$ cat src/rtl/draw_engine.sv
// Pixel compositor for the Brick-Breaker display: object hit tests, a brick hit-flash
// timer, and a priority colour select. The output follows the scan position by 2 cycles.
module draw_engine #(
    parameter int NUM_BRICKS   = 6,
    parameter int COORD_W      = 9,
    parameter int PIX_W        = 10,
    parameter int BALL_SIZE    = 20,
    parameter int PADDLE_W     = 74,
    parameter int PADDLE_Y0    = 458,
    parameter int PADDLE_Y1    = 477,
    parameter int BRICK_W      = 57,
    parameter int BRICK_H      = 19,
    parameter int WALL_L0      = 127,
    parameter int WALL_L1      = 134,
    parameter int WALL_R0      = 505,
    parameter int WALL_R1      = 511,
    parameter int FLASH_FRAMES = 8
) (
    input  logic                            clk,
    input  logic                            rst,
    input  logic                            start,
    input  logic [1:0]                      mode,
    input  logic                            frame_start,
    input  logic [PIX_W-1:0]                pixel_x,
    input  logic [PIX_W-1:0]                pixel_y,
    input  logic [COORD_W-1:0]              paddle_x,
    input  logic [COORD_W-1:0]              ball_x,
    input  logic [COORD_W-1:0]              ball_y,
    input  logic [NUM_BRICKS*COORD_W-1:0]   brick_x,
    input  logic [NUM_BRICKS*COORD_W-1:0]   brick_y,
    input  logic [NUM_BRICKS-1:0]           bricks_exist,
    output logic [7:0]                      color_out,
    output logic [NUM_BRICKS-1:0]           flashing
);

    // One spare bit so that coordinate + object size can never wrap.
    localparam int EW = PIX_W + 1;
    typedef logic [EW-1:0] ext_t;

    localparam ext_t BALL_LEN   = ext_t'(BALL_SIZE);
    localparam ext_t PADDLE_LEN = ext_t'(PADDLE_W);
    localparam ext_t PADDLE_TOP = ext_t'(PADDLE_Y0);
    localparam ext_t PADDLE_BOT = ext_t'(PADDLE_Y1);
    localparam ext_t BRICK_LEN  = ext_t'(BRICK_W);
    localparam ext_t BRICK_HGT  = ext_t'(BRICK_H);
    localparam ext_t WL0        = ext_t'(WALL_L0);
    localparam ext_t WL1        = ext_t'(WALL_L1);
    localparam ext_t WR0        = ext_t'(WALL_R0);
    localparam ext_t WR1        = ext_t'(WALL_R1);

    localparam logic [7:0] FLASH_LOAD = 8'(FLASH_FRAMES);
    localparam logic [7:0] C_BLACK    = 8'h00;
    localparam logic [7:0] C_RED      = 8'hE0;
    localparam logic [7:0] C_WHITE    = 8'hFF;

    typedef enum logic [1:0] {
        MODE_PLAY = 2'd0,
        MODE_LOSE = 2'd1,
        MODE_WIN  = 2'd2,
        MODE_ALT  = 2'd3
    } mode_e;

    typedef struct packed {
        logic                  en;
        mode_e                 mode;
        logic                  ball;
        logic                  paddle;
        logic [NUM_BRICKS-1:0] brick_white;
        logic [NUM_BRICKS-1:0] brick_red;
        logic                  wall;
        logic                  play;
    } s1_t;

    function automatic logic in_span(input ext_t p, input ext_t lo, input ext_t len);
        return (p >= lo) && (p < ext_t'(lo + len));
    endfunction

    ext_t px;
    ext_t py;
    s1_t  s1_d;
    s1_t  s1_q;

    assign px = ext_t'(pixel_x);
    assign py = ext_t'(pixel_y);

    logic [NUM_BRICKS-1:0] brick_white_c;
    logic [NUM_BRICKS-1:0] brick_red_c;

    for (genvar i = 0; i < NUM_BRICKS; i++) begin : g_brick
        logic hit;
        assign hit = in_span(px, ext_t'(brick_x[i*COORD_W +: COORD_W]), BRICK_LEN) &&
                     in_span(py, ext_t'(brick_y[i*COORD_W +: COORD_W]), BRICK_HGT);
        assign brick_white_c[i] = hit &  bricks_exist[i];
        assign brick_red_c[i]   = hit & ~bricks_exist[i] & flashing[i];
    end

    // ---------------- Stage 1: hit tests ----------------
    always_comb begin
        s1_d             = '0;
        s1_d.en          = start;
        s1_d.mode        = mode_e'(mode);
        s1_d.ball        = in_span(px, ext_t'(ball_x), BALL_LEN) &&
                           in_span(py, ext_t'(ball_y), BALL_LEN);
        s1_d.paddle      = in_span(px, ext_t'(paddle_x), PADDLE_LEN) &&
                           (py >= PADDLE_TOP) && (py <= PADDLE_BOT);
        s1_d.brick_white = brick_white_c;
        s1_d.brick_red   = brick_red_c;
        s1_d.wall        = ((px >= WL0) && (px < WL1)) || ((px >= WR0) && (px < WR1));
        s1_d.play        = (px >= WL1) && (px < WR0);
    end

    // NOTE: sequential state uses non-blocking assignments so every register samples
    // pre-edge values regardless of block ordering.
    always_ff @(posedge clk or negedge rst) begin
        if (!rst) s1_q <= '0;
        else      s1_q <= s1_d;
    end

    // ---------------- Flash counters ----------------
    logic [7:0]            flash_cnt [NUM_BRICKS];
    logic [7:0]            cnt_d     [NUM_BRICKS];
    logic [NUM_BRICKS-1:0] hist;

    always_comb begin
        for (int i = 0; i < NUM_BRICKS; i++) begin
            cnt_d[i] = flash_cnt[i];
            if (!start)
                cnt_d[i] = 8'd0;
            else if (hist[i] && !bricks_exist[i])
                cnt_d[i] = FLASH_LOAD;           // load beats a coincident frame_start
            else if (!hist[i] && bricks_exist[i])
                cnt_d[i] = 8'd0;
            else if (frame_start && (flash_cnt[i] != 8'd0))
                cnt_d[i] = flash_cnt[i] - 8'd1;
        end
    end

    // NOTE: the counter array gets an explicit async reset like every other register;
    // it is control state, not a storage memory.
    always_ff @(posedge clk or negedge rst) begin
        if (!rst) begin
            hist     <= '0;
            flashing <= '0;
            for (int i = 0; i < NUM_BRICKS; i++) flash_cnt[i] <= 8'd0;
        end else begin
            hist <= bricks_exist;
            for (int i = 0; i < NUM_BRICKS; i++) begin
                flash_cnt[i] <= cnt_d[i];
                flashing[i]  <= (cnt_d[i] != 8'd0);
            end
        end
    end

    // ---------------- Stage 2: priority select ----------------
    logic [7:0] color_d;
    logic [7:0] brick_color;
    logic       brick_any;

    // NOTE: every combinational output is defaulted before any branch, so no path
    // leaves it unassigned and no latch is inferred.
    always_comb begin
        color_d     = C_BLACK;
        brick_color = C_BLACK;
        brick_any   = 1'b0;
        // Scan downwards so the lowest drawn index is the one left standing.
        for (int i = NUM_BRICKS - 1; i >= 0; i--) begin
            if (s1_q.brick_white[i] || s1_q.brick_red[i]) begin
                brick_any   = 1'b1;
                brick_color = s1_q.brick_white[i] ? C_WHITE : C_RED;
            end
        end

        if (!s1_q.en)
            color_d = C_BLACK;
        else if (s1_q.ball)
            color_d = (s1_q.mode == MODE_LOSE) ? C_WHITE : C_RED;
        else if (s1_q.paddle)
            color_d = C_WHITE;
        else if (brick_any)
            color_d = brick_color;
        else if (s1_q.wall)
            color_d = C_WHITE;
        else if (s1_q.play) begin
            case (s1_q.mode)
                MODE_LOSE: color_d = C_RED;
                MODE_WIN:  color_d = C_WHITE;
                default:   color_d = C_BLACK;
            endcase
        end
    end

    always_ff @(posedge clk or negedge rst) begin
        if (!rst) color_out <= C_BLACK;
        else      color_out <= color_d;
    end

endmodule
$ cat config.mk
export PLATFORM = sky130hd
export DESIGN_NAME = draw_engine
export DESIGN_NICKNAME = d
export VERILOG_FILES = /design/src/rtl/draw_engine.sv
export SDC_FILE = /design/constraint.sdc
export NUM_CORES = 1
export LEC_CHECK = 0
export CORE_UTILIZATION = 61
export DETAILED_ROUTE_END_ITERATION = 8
export PLACE_DENSITY = 0.89
export SYNTH_ARGS = -nofsm -noshare
export SYNTH_HDL_FRONTEND = slang
export SYNTH_SLANG_ARGS = --single-unit
$ cat constraint.sdc
create_clock -name clk -period 4 [get_ports clk]
set_input_delay 0.4 -clock clk [delete_from_list [all_inputs] [get_ports clk]]
set_output_delay 0.4 -clock clk [all_outputs]
set_load 0.01 [all_outputs]
==> results of run 1 <==
==> state kept, by name (all words and copies together), names as in the netlist <==
name,cells
hist,6
color_out,2
flash_cnt,48
s1_q,19
flashing,6
==> power groups by stage <==
stage	clock network, W	logic [W]	registers [W]
6_report	0.000844	0.00198	0.00102
5_1_grt	0.000884	0.00220	0.00103
4_1_cts	0.000850	0.00195	0.00102
3_5_place_dp	0	0.00192	0.00103
3_3_place_gp	0	0.00183	0.00102
2_1_floorplan	0	0.00125	0.00100
==> layout make-up <==
cell class	count	area [µm²]
diodes	2	5.00
inverters	184	691
clock buffers	10	239
fillers	1423	4840
well taps	265	332
clock inverters	6	66.3
multi-input cells	1197	9470
flip-flops and latches	81	2030
repair buffers	196	1920
==> logic make-up after synthesis <==
group | after synthesis | share of synthesized area
simple gates | 412 | 0.180
compound gates | 355 | 0.189
fa+ha+maj | 310 | 0.316
buf+inv | 199 | 0.0632
xor+xnor | 117 | 0.0835
flops | 81 | 0.165
mux | 3 | 0.00255
==> how the worst max path moves through the flow <==
stage | slack (ns) | from | cells past startpoint | end
floorplan | 1.49 | brick_y[27] | 12 | s1_q[5]$_DFF_PN0_
global placement | 0.71 | brick_y[27] | 13 | s1_q[5]$_DFF_PN0_
finish | 0.91 | brick_x[30] | 10 | s1_q[5]$_DFF_PN0_
detailed placement | 0.59 | brick_x[30] | 10 | s1_q[5]$_DFF_PN0_
global route | 0.68 | brick_y[27] | 13 | s1_q[5]$_DFF_PN0_
CTS | 0.98 | brick_x[30] | 10 | s1_q[5]$_DFF_PN0_
==> cell usage in the layout (no fill, tap or decap), types with 6 or more instances in the layout <==
cell                                n
sky130_fd_sc_hd__nor3_1            41
sky130_fd_sc_hd__clkbuf_16          9
sky130_fd_sc_hd__nor4_1            16
sky130_fd_sc_hd__a211o_1           18
sky130_fd_sc_hd__a2111oi_0          9
sky130_fd_sc_hd__dfrtp_1           81
sky130_fd_sc_hd__a21o_1            13
sky130_fd_sc_hd__nor2_1            87
sky130_fd_sc_hd__or3_1             18
sky130_fd_sc_hd__or4_1              8
sky130_fd_sc_hd__nand3_1           25
sky130_fd_sc_hd__xnor2_1          100
sky130_fd_sc_hd__a21oi_1           97
sky130_fd_sc_hd__a211oi_1          25
sky130_fd_sc_hd__a21boi_0           6
sky130_fd_sc_hd__or2_2              9
sky130_fd_sc_hd__buf_4             17
sky130_fd_sc_hd__nand2_1           84
sky130_fd_sc_hd__o21a_1            20
sky130_fd_sc_hd__nand4_1           33
sky130_fd_sc_hd__inv_1            184
sky130_fd_sc_hd__nor4b_1           12
sky130_fd_sc_hd__and3_1             9
sky130_fd_sc_hd__o211ai_1          25
sky130_fd_sc_hd__o2111ai_1          9
sky130_fd_sc_hd__o21ai_0           73
sky130_fd_sc_hd__clkdlybuf4s50_1  179
sky130_fd_sc_hd__nand3b_1           8
sky130_fd_sc_hd__a31oi_1           19
sky130_fd_sc_hd__nor2b_1            7
sky130_fd_sc_hd__xor2_1            17
sky130_fd_sc_hd__o221ai_1           7
sky130_fd_sc_hd__o311ai_0           6
sky130_fd_sc_hd__ha_1             309
sky130_fd_sc_hd__nand2b_1          26
==> cells in the mapped netlist, drive strengths merged, types with 7 or more instances <==
master / number / share of area
a21oi: 98 / 0.040
nor4b: 12 / 0.0086
buf: 10 / 0.0054
nand4: 33 / 0.017
xnor2: 100 / 0.071
nand3b: 8 / 0.0049
dfrtp: 81 / 0.17
nor4: 16 / 0.0082
or3: 18 / 0.0092
nand2b: 26 / 0.013
o21a: 20 / 0.012
o221ai: 7 / 0.0050
o211ai: 25 / 0.015
a2111oi: 9 / 0.0064
and3: 9 / 0.0046
or2: 9 / 0.0046
inv: 184 / 0.056
nor2b: 7 / 0.0036
a31oi: 19 / 0.0097
a211o: 18 / 0.013
ha: 309 / 0.32
or4: 8 / 0.0049
nor2: 88 / 0.027
or4b: 9 / 0.0083
nand3: 25 / 0.010
o21ai: 75 / 0.031
a21o: 13 / 0.0080
a211oi: 25 / 0.015
nor3: 41 / 0.017
nand2: 84 / 0.026
o2111ai: 9 / 0.0064
xor2: 17 / 0.012
==> per-layer routing <==
metal,up-vias,GRT usage,routed length (µm)
met5,-,0,0
met4,0,0.193,1850
met3,154,0.0510,2590
met2,600,0.610,16400
met1,5647,0.408,14400
li1,5795,-,-
==> metrics by stage <==
| stage | utilization | cell area, µm² |
|---|---|---|
| after floorplan | - | 12300 |
| after global placement | 0.737 | 14400 |
| after detailed placement | 0.737 | 14400 |
| after CTS | 0.753 | 14700 |
| after global routing | 0.753 | 14700 |
| final | 0.753 | 14700 |
==> metrics.md, run 1 <==
| Metric | Value |
|---|---|
| Total global-route track usage | `0.349` |
| Total power of the final layout | `0.00384 W` |
| Launching point of the worst reg2reg path | `flash_cnt[0]$_DFF_PN0_` |
| Initial antenna violation count | `2` |
| IR drop worst, VDD | `roughly 0.00023 V` |
| Setup Fix Bufs, Post-CTS | `0` |
| Instance count of the mapped netlist | `approximately 1,500` |
| Pins Over Slew Limit | `0` |
| Source-to-sink clock delay at the later pin of the worst-skew pair | `around 0.34 ns` |
| Average wire length per cell after detail routing | `between 15 and 20 µm` |
| Actual transition at the worst max-transition pin | `1.12 ns` |
| Minimum setup slack among reg-to-reg paths | `between 1 and 1.5 ns` |
| Half-perimeter wire length of the detailed placement result | `27,900 µm` |
| Die Wd | `between 100 and 150 µm` |
| Via density per instance | `roughly 6.3` |
| Slack of the critical path | `just over 0.9 ns` |
| Grt total ovfl | `0` |
| Number of enable flip-flop cells after synthesis | `0` |
| Area inside the core boundary | `between 15,000 and 20,000 µm²` |
| DRT Pass-1 Iters | `7` |
| Pin count of the biggest net entering global routing | `between 80 and 90` |
| Clock tree sinks | `81` |
| Clk slew on worst S/H paths | `around 0.060 ns` |
| Unrepaired setup endpoints after global routing | `false` |
| Number of core rows | `a little over 50` |
| CTS Buf Count | `9` |
| Leakage power summed over all cells | `approximately 7 nW` |
| Cells on worst reg2reg path | `7` |
| Via count of the first global-routing pass | `12,357` |
| DIE AREA | `about 21,000 µm²` |
| Number of ports placed on the die boundary | `about 180` |
| DR DRC count | `0` |
| Type of the most critical hold path | `in -> async` |
| Pre-CTS setup slack | `roughly 0.6 ns` |
| Placer's final routability congestion estimate | `about 0.95` |
| Quantity of I/O buffers inserted on ports | `between 150 and 200` |
| Die extent in y | `~140 µm` |
| Largest delay share family, worst path | `compound AO/OA/AOI/OAI gates` |
| Critical path class | `in -> reg` |
| Worst Path Required | `~4.2 ns` |
| Post-CTS Hold Buffers | `0` |
| Part of the Yosys area used for sequential elements | `0.165` |
| Share of post-route cells with drive strength above 1 | `0.0323` |
| Proportion of total power due to net switching | `0.393` |
| Period utilization | `0.773` |
| Endpoints failing hold | `0` |
| # nets final | `~2,100` |
| Post_cts resized | `0` |
| Internal power summed over all cells | `about 0.0023 W` |
| Highest clock frequency the design can meet | `around 320 MHz` |
| Highest cell delay on the worst timing path | `0.52 ns` |
| Share of total power in sequential cells | `0.266` |
| H-tree Lvls | `3` |
| Drt initial violations | `a little under 800` |
| Syn-to-layout area delta | `20.2%` |
| Slowest CP cell | `sky130_fd_sc_hd__a2111oi_0` |
| Synth Net Count | `1,953` |
| Maximum net fanout on the critical path | `4` |
| FFs w/ async S/R, synth | `1.00` |
| Number of standard cells in the final layout excluding fillers | `1,941` |
| Max Cap Viol | `0` |
| Count of distinct cell types in the synthesized netlist | `73` |
| Cell chosen for the clock root | `sky130_fd_sc_hd__clkbuf_16` |
| Setup Skew | `roughly 0.007 ns` |
| Antenna-violating nets left | `0` |
| Final wirelength | `35,300 µm` |
| Clock network fraction of design power | `0.220` |
| Total power per unit cell area | `~260 nW/µm²` |
| Power spent charging and discharging nets | `0.00151 W` |
| Total of warnings raised by yosys | `0` |
| Synthesized flop and latch total | `81` |
| Maximum number of buffers from clock root to sink | `2` |
| Hold WS | `~0.24 ns` |
| Synthesized area | `approximately 12,000 µm²` |
| Clock tree from TritonCTS | `built` |
| Kind of end point of the critical path | `flop` |
| Global-route wire length before repair | `56,700 µm` |
| Placed cell count | `1,923` |
| Number of buffer and inverter stages on the critical path | `1` |
| Total Neg Setup Slack | `0 ns` |
| Worst slew margin relative to its limit | `0.248` |
| Endpoint of the worst-slack reg-to-reg timing path | `flashing[5]$_DFF_PN0_` |
| Final setup vio count | `0` |
| Outcome | `complete, no violations` |
| Sequence of cells on the critical path | `clkdlybuf4s50_1 -> nor3_1 -> a21boi_0 -> xnor2_1 -> ha_1 -> a2111oi_0 -> nand2_1 -> o21ai_0 -> nand4_1 -> nor4b_1` |
| Mean Syn Cell Area | `approximately 8.3 µm²` |
| Arrival time worst endpoint | `3.32 ns` |
| Starting Density | `0.626` |
| Crit start category | `input pin` |
| Relative contribution of combinational cells to total power | `0.514` |
| Shortest period the worst path allows | `a little over 3 ns` |
| Synth Flop Type | `sky130_fd_sc_hd__dfrtp_1` |
| Vias post-DR | `12,196` |
Power figures use the tool's default switching activity.
==> run 2, diff against run 1 <==
--- a/config.mk
+++ b/config.mk
@@ -5,9 +5,9 @@
 export SDC_FILE = /design/constraint.sdc
 export NUM_CORES = 1
 export LEC_CHECK = 0
-export CORE_UTILIZATION = 61
+export CORE_UTILIZATION = 57
 export DETAILED_ROUTE_END_ITERATION = 8
-export PLACE_DENSITY = 0.89
+export PLACE_DENSITY = 0.84
 export SYNTH_ARGS = -nofsm -noshare
 export SYNTH_HDL_FRONTEND = slang
 export SYNTH_SLANG_ARGS = --single-unit
==> constraint.sdc (replaced) <==
create_clock -name clk -period 3.2 [get_ports clk]
set_input_delay 0.32 -clock clk [delete_from_list [all_inputs] [get_ports clk]]
set_output_delay 0.32 -clock clk [all_outputs]
set_load 0.01 [all_outputs]
==> metrics.md, run 2 (same netlist as run 1, synthesis figures left out) <==
| Metric | Value |
|---|---|
| Outcome | `complete, no violations` |
| Biggest regs | `flash_cnt x48, s1_q x19` |
| Largest register by flop count | `flash_cnt` |
| Type of the most critical hold path | `in -> async` |
| Placed cell count | `~2,000` |
| Antenna-violating nets left | `0` |
| Most common cell after layout, fill and taps aside | `sky130_fd_sc_hd__ha_1` |
| IR drop worst, VDD | `0.000276 V` |
| Number of ports placed on the die boundary | `roughly 180` |
| DIE AREA | `roughly 22,000 µm²` |
| Source-to-sink clock delay at the later pin of the worst-skew pair | `approximately 0.33 ns` |
| Drt initial violations | `582` |
| Cell chosen for the clock root | `sky130_fd_sc_hd__clkbuf_16` |
| Initial antenna violation count | `3` |
| Maximum number of buffers from clock root to sink | `2` |
| Via count of the first global-routing pass | `roughly 12,000` |
| Critical path class | `in -> reg` |
| Number of core rows | `53` |
| Leakage power summed over all cells | `about 7.2 nW` |
| DRT Pass-1 Iters | `7` |
| Worst Path Required | `about 3.4 ns` |
| Total Neg Setup Slack | `0 ns` |
| Post-CTS Hold Buffers | `0` |
| Maximum net fanout on the critical path | `3` |
| Placer's final routability congestion estimate | `around 0.93` |
| Area inside the core boundary | `between 20,000 and 25,000 µm²` |
| Final wirelength | `34,800 µm` |
| Crit start category | `input pin` |
| Kind of end point of the critical path | `flop` |
| Slowest CP cell | `sky130_fd_sc_hd__clkdlybuf4s50_1` |
| Total power per unit cell area | `317 nW/µm²` |
| DR DRC count | `0` |
| Vias post-DR | `11,984` |
| Flip-flop count of the largest register, all copies and words added | `between 40 and 50` |
| Syn-to-layout area delta | `21.8%` |
| Setup Skew | `~0.0095 ns` |
| Die extent in y | `about 150 µm` |
| Share of post-route cells with drive strength above 1 | `0.0465` |
| Period utilization | `0.916` |
| Max Cap Viol | `0` |
| Minimum setup slack among reg-to-reg paths | `roughly 0.7 ns` |
| Unrepaired setup endpoints after global routing | `false` |
| Quantity of I/O buffers inserted on ports | `180` |
| Via density per instance | `6.06` |
| Slack of the critical path | `approximately 0.27 ns` |
| Setup Fix Bufs, Post-CTS | `0` |
| # nets final | `~2,200` |
| Clk slew on worst S/H paths | `approximately 0.060 ns` |
| Grt total ovfl | `0` |
| Largest delay share family, worst path | `simple AND/OR/NAND/NOR gates` |
| Clock tree from TritonCTS | `built` |
| Pins Over Slew Limit | `0` |
| Total global-route track usage | `0.318` |
| Half-perimeter wire length of the detailed placement result | `roughly 28,000 µm` |
| Sequence of cells on the critical path | `clkdlybuf4s50_1 -> inv_1 -> ha_1 -> nor2_1 -> o21ai_0 -> or3_1 -> xnor2_1 -> ha_1 -> a211oi_1 -> o311ai_0 -> a211oi_1 -> nand4_1 -> nor4b_2` |
| Actual transition at the worst max-transition pin | `approximately 1.0 ns` |
| Clock tree sinks | `81` |
| Pin count of the biggest net entering global routing | `between 80 and 90` |
| Average wire length per cell after detail routing | `~18 µm` |
| Post_cts resized | `0` |
| Pre-CTS setup slack | `-0.0851 ns` |
| CTS Buf Count | `9` |
| Worst slew margin relative to its limit | `0.310` |
| Highest cell delay on the worst timing path | `roughly 0.5 ns` |
| Number of buffer and inverter stages on the critical path | `2` |
| Shortest period the worst path allows | `between 2 and 3 ns` |
| Highest clock frequency the design can meet | `approximately 340 MHz` |
| Starting Density | `0.582` |
| Number of standard cells in the final layout excluding fillers | `approximately 2,000` |
| Global-route wire length before repair | `56,400 µm` |
| Hold WS | `0.165 ns` |
| Final setup vio count | `0` |
| Endpoints failing hold | `0` |
| H-tree Lvls | `3` |
| Arrival time worst endpoint | `approximately 3.2 ns` |
| Most frequent cells in the layout | `sky130_fd_sc_hd__ha_1, sky130_fd_sc_hd__inv_1, sky130_fd_sc_hd__clkdlybuf4s50_1, sky130_fd_sc_hd__xnor2_1, sky130_fd_sc_hd__a21oi_1` |
| Die Wd | `149 µm` |
==> run 2: cell count changes in the layout (fill, tap and decap cells not counted), sizes merged <==
cell and delta:
buf +25, diode +1, inv -1
==> run 2: layer usage <==
layer / global-route usage / routed length, µm
met3: 0.0465 / 2480
met2: 0.545 / 16200
met1: 0.389 / 14600
met5: 0 / 0
met4: 0.157 / 1580
==> run 2: final timing paths <==
path	from	to	depth (start not counted)
max	brick_y[28]	s1_q[5]$_DFF_PN0_	13
min	rst	flash_cnt[42]$_DFF_PN0_	1
max reg2reg	flash_cnt[0]$_DFF_PN0_	flashing[5]$_DFF_PN0_	7
min reg2reg	flashing[4]$_DFF_PN0_	s1_q[6]$_DFF_PN0_	2
max in group asynchronous	rst	flashing[1]$_DFF_PN0_	1
min in group clk	mode[0]	s1_q[16]$_DFF_PN0_	1
==> run 2: final cells by class <==
| type | instances | area, µm² |
|---|---|---|
| Clock buffer | 10 | 229 |
| Timing Repair Buffer | 221 | 2110 |
| Fill cell | 1610 | 6140 |
| Tap cell | 275 | 344 |
| Multi-Input combinational cell | 1197 | 9480 |
| Clock inverter | 5 | 57.6 |
| Antenna cell | 3 | 7.51 |
| Inverter | 184 | 691 |
| Sequential cell | 81 | 2030 |
==> run 2: worst reg2reg max path: cells and delay by family (launching register included) <==
family	cells	cell delay [ns]
AO/OA/AOI/OAI	2	0.44
multiplexers	1	0.23
buffers and inverters	1	0.14
AND/OR/NAND/NOR	2	0.98
adder cells (fa/ha/maj)	1	0.19
flip-flops	1	0.40
==> run 2: per-stage QoR <==
| stage | power [W] | instance area [µm²] | utilization |
|---|---|---|---|
| after global placement | 0.00360 | 14600 | 0.694 |
| after CTS | 0.00472 | 14900 | 0.708 |
| after global routing | 0.00511 | 14900 | 0.709 |
| final | 0.00474 | 14900 | 0.709 |
| after floorplan | 0.00281 | 12300 | - |
| after detailed placement | 0.00370 | 14600 | 0.694 |
==> run 2: where the power goes <==
| group | internal (W) | total [W] | switching, W |
|---|---|---|---|
| logic | 0.00116 | 0.00247 | 0.00130 |
| registers | 0.00114 | 0.00127 | 0.000135 |
| clock network | 0.000598 | 0.00100 | 0.000402 |
==> run 3, diff against run 2 <==
--- a/config.mk
+++ b/config.mk
@@ -5,6 +5,7 @@
 export SDC_FILE = /design/constraint.sdc
 export NUM_CORES = 1
 export LEC_CHECK = 0
+export CAP_MARGIN = 40
 export CORE_UTILIZATION = 57
 export DETAILED_ROUTE_END_ITERATION = 8
 export PLACE_DENSITY = 0.84
==> metrics.md, run 3 (same netlist as run 1, synthesis figures left out) <==
| Metric | Value |
|---|---|
| Outcome | `complete, no violations` |
| DIE AREA | `about 22,000 µm²` |
| Cells on worst reg2reg path | `7` |
| Crit start category | `input pin` |
| Via density per instance | `between 6 and 7` |
| Total power per unit cell area | `320 nW/µm²` |
| Sequence of cells on the critical path | `clkdlybuf4s50_1 -> inv_1 -> ha_1 -> nor2_1 -> o21ai_0 -> or3_1 -> xnor2_1 -> ha_1 -> a211oi_1 -> o311ai_0 -> a211oi_1 -> nand4_1 -> nor4b_2` |
| Number of standard cells in the final layout excluding fillers | `1,978` |
| Number of core rows | `53` |
| Antenna-violating nets left | `0` |
| CTS Buf Count | `9` |
| Initial antenna violation count | `3` |
| Source-to-sink clock delay at the later pin of the worst-skew pair | `0.34 ns` |
| Leakage power summed over all cells | `between 7 and 8 nW` |
| Launching point of the worst reg2reg path | `flash_cnt[0]$_DFF_PN0_` |
| Die Wd | `between 100 and 150 µm` |
| H-tree Lvls | `3` |
| Maximum net fanout on the critical path | `3` |
| Placed cell count | `a little under 2,000` |
| First element of the critical path | `brick_y[28]` |
| Half-perimeter wire length of the detailed placement result | `between 20,000 and 30,000 µm` |
| Vias post-DR | `11,987` |
| Actual transition at the worst max-transition pin | `roughly 0.8 ns` |
| DR DRC count | `0` |
| Slowest CP cell | `sky130_fd_sc_hd__clkdlybuf4s50_1` |
| IR drop worst, VDD | `~0.00026 V` |
| Final wirelength | `between 30,000 and 40,000 µm` |
| Average wire length per cell after detail routing | `between 15 and 20 µm` |
| Endpoints failing hold | `0` |
| Maximum number of buffers from clock root to sink | `2` |
| Global-route wire length before repair | `between 50,000 and 60,000 µm` |
| Total global-route track usage | `0.322` |
| Most common cell after layout, fill and taps aside | `sky130_fd_sc_hd__ha_1` |
| Highest clock frequency the design can meet | `between 300 and 400 MHz` |
| Syn-to-layout area delta | `22.2%` |
| DRT Pass-1 Iters | `5` |
| Via count of the first global-routing pass | `~12,000` |
| Pins Over Slew Limit | `0` |
| # nets final | `between 2,000 and 2,500` |
| Grt total ovfl | `0` |
| Endpoint of the worst-slack reg-to-reg timing path | `flashing[5]$_DFF_PN0_` |
| Kind of end point of the critical path | `flop` |
| Capturing instance or port of the critical path | `s1_q[5]$_DFF_PN0_` |
| Clock tree from TritonCTS | `built` |
| Flip-flop count of the largest register, all copies and words added | `between 40 and 50` |
| Worst slew margin relative to its limit | `0.450` |
| Largest register by flop count | `flash_cnt` |
| Clock tree sinks | `81` |
| Clk slew on worst S/H paths | `about 0.06 ns` |
| Critical path class | `in -> reg` |
| Max Cap Viol | `0` |
| Period utilization | `0.907` |
| Unrepaired setup endpoints after global routing | `false` |
| Core Util, Final | `0.711` |
| Final setup vio count | `0` |
| Worst Path Required | `3.45 ns` |
| Die extent in y | `between 100 and 150 µm` |
| Total power of the final layout | `just under 0.005 W` |
| Hold WS | `about 0.44 ns` |
| Setup Skew | `about 0.0073 ns` |
| Minimum setup slack among reg-to-reg paths | `a little under 0.7 ns` |
| Pin count of the biggest net entering global routing | `54` |
| Placer's final routability congestion estimate | `0.927` |
| Share of post-route cells with drive strength above 1 | `0.0476` |
| Shortest period the worst path allows | `approximately 2.9 ns` |
| Arrival time worst endpoint | `between 3 and 4 ns` |
| Quantity of I/O buffers inserted on ports | `180` |
| Area inside the core boundary | `about 21,000 µm²` |
| Starting Density | `0.582` |
| Biggest regs | `flash_cnt x48, s1_q x19` |
| Drt initial violations | `around 570` |
| Number of ports placed on the die boundary | `~180` |
| Most frequent cells in the layout | `sky130_fd_sc_hd__ha_1, sky130_fd_sc_hd__inv_1, sky130_fd_sc_hd__clkdlybuf4s50_1, sky130_fd_sc_hd__xnor2_1, sky130_fd_sc_hd__a21oi_1` |
| Highest cell delay on the worst timing path | `0.50 ns` |
| Type of the most critical hold path | `in -> reg` |
| Cell chosen for the clock root | `sky130_fd_sc_hd__clkbuf_16` |
run 3: area by class of cell:
class	count	area [µm²]
sequential	81	2030
clock inverter	4	52.6
tap	275	344
antenna	3	7.51
clock buffer	11	253
multi-input combinational	1197	9480
timing repair buffer	223	2140
inverter	184	691
fill	1620	6090
run 3: metrics by stage:
stage	TNS [ns]	area, µm²	setup slack, ns
finish	0	15000	0.299
global route	0	15000	0.0148
CTS	0	15000	0.283
detailed placement	-0.102	14700	-0.0964
global placement	0	14600	0.111
floorplan	0	12300	0.765
run 3: layer usage:
layer	track usage	up-vias	share of wire
met4	0.163	0	0.044
met1	0.394	5531	0.42
met2	0.541	488	0.46
met5	0	-	0
met3	0.0606	119	0.074
li1	-	5849	-
run 3: worst min path at each step:
stage | from | to | slack (ns) | cells after the start
detailed placement | rst | flash_cnt[42]$_DFF_PN0_ | 0.28 | 1
finish | mode[0] | s1_q[16]$_DFF_PN0_ | 0.44 | 1
global placement | flash_cnt[39]$_DFF_PN0_ | flash_cnt[39]$_DFF_PN0_ | 0.55 | 2
CTS | mode[1] | s1_q[17]$_DFF_PN0_ | 0.44 | 1
global route | mode[1] | s1_q[17]$_DFF_PN0_ | 0.45 | 1
floorplan | rst | color_out[4]$_DFF_PN0_ | 0.02 | 0
run 3: what timing repair did:
item                       4_1_cts  5_1_grt
hold endpoints to repair        28        0
setup endpoints to repair        0        2
setup buffers                    0        0
resized for setup                0        2
hold buffers                     1        0
run 3: where the power goes:
part | switching (W) | internal (W) | leakage, nW
Clock | 0.000413 | 0.000642 | 0.140
Sequential | 0.000135 | 0.00114 | 1.09
Combinational | 0.00130 | 0.00117 | 5.96
run 3: worst max-delay path, delay by kind of cell:
family,cells,cell delay [ns]
fa+ha+maj,2,0.38
compound gates,4,0.80
xor+xnor,1,0.14
buf+inv,2,0.57
simple gates,4,0.93
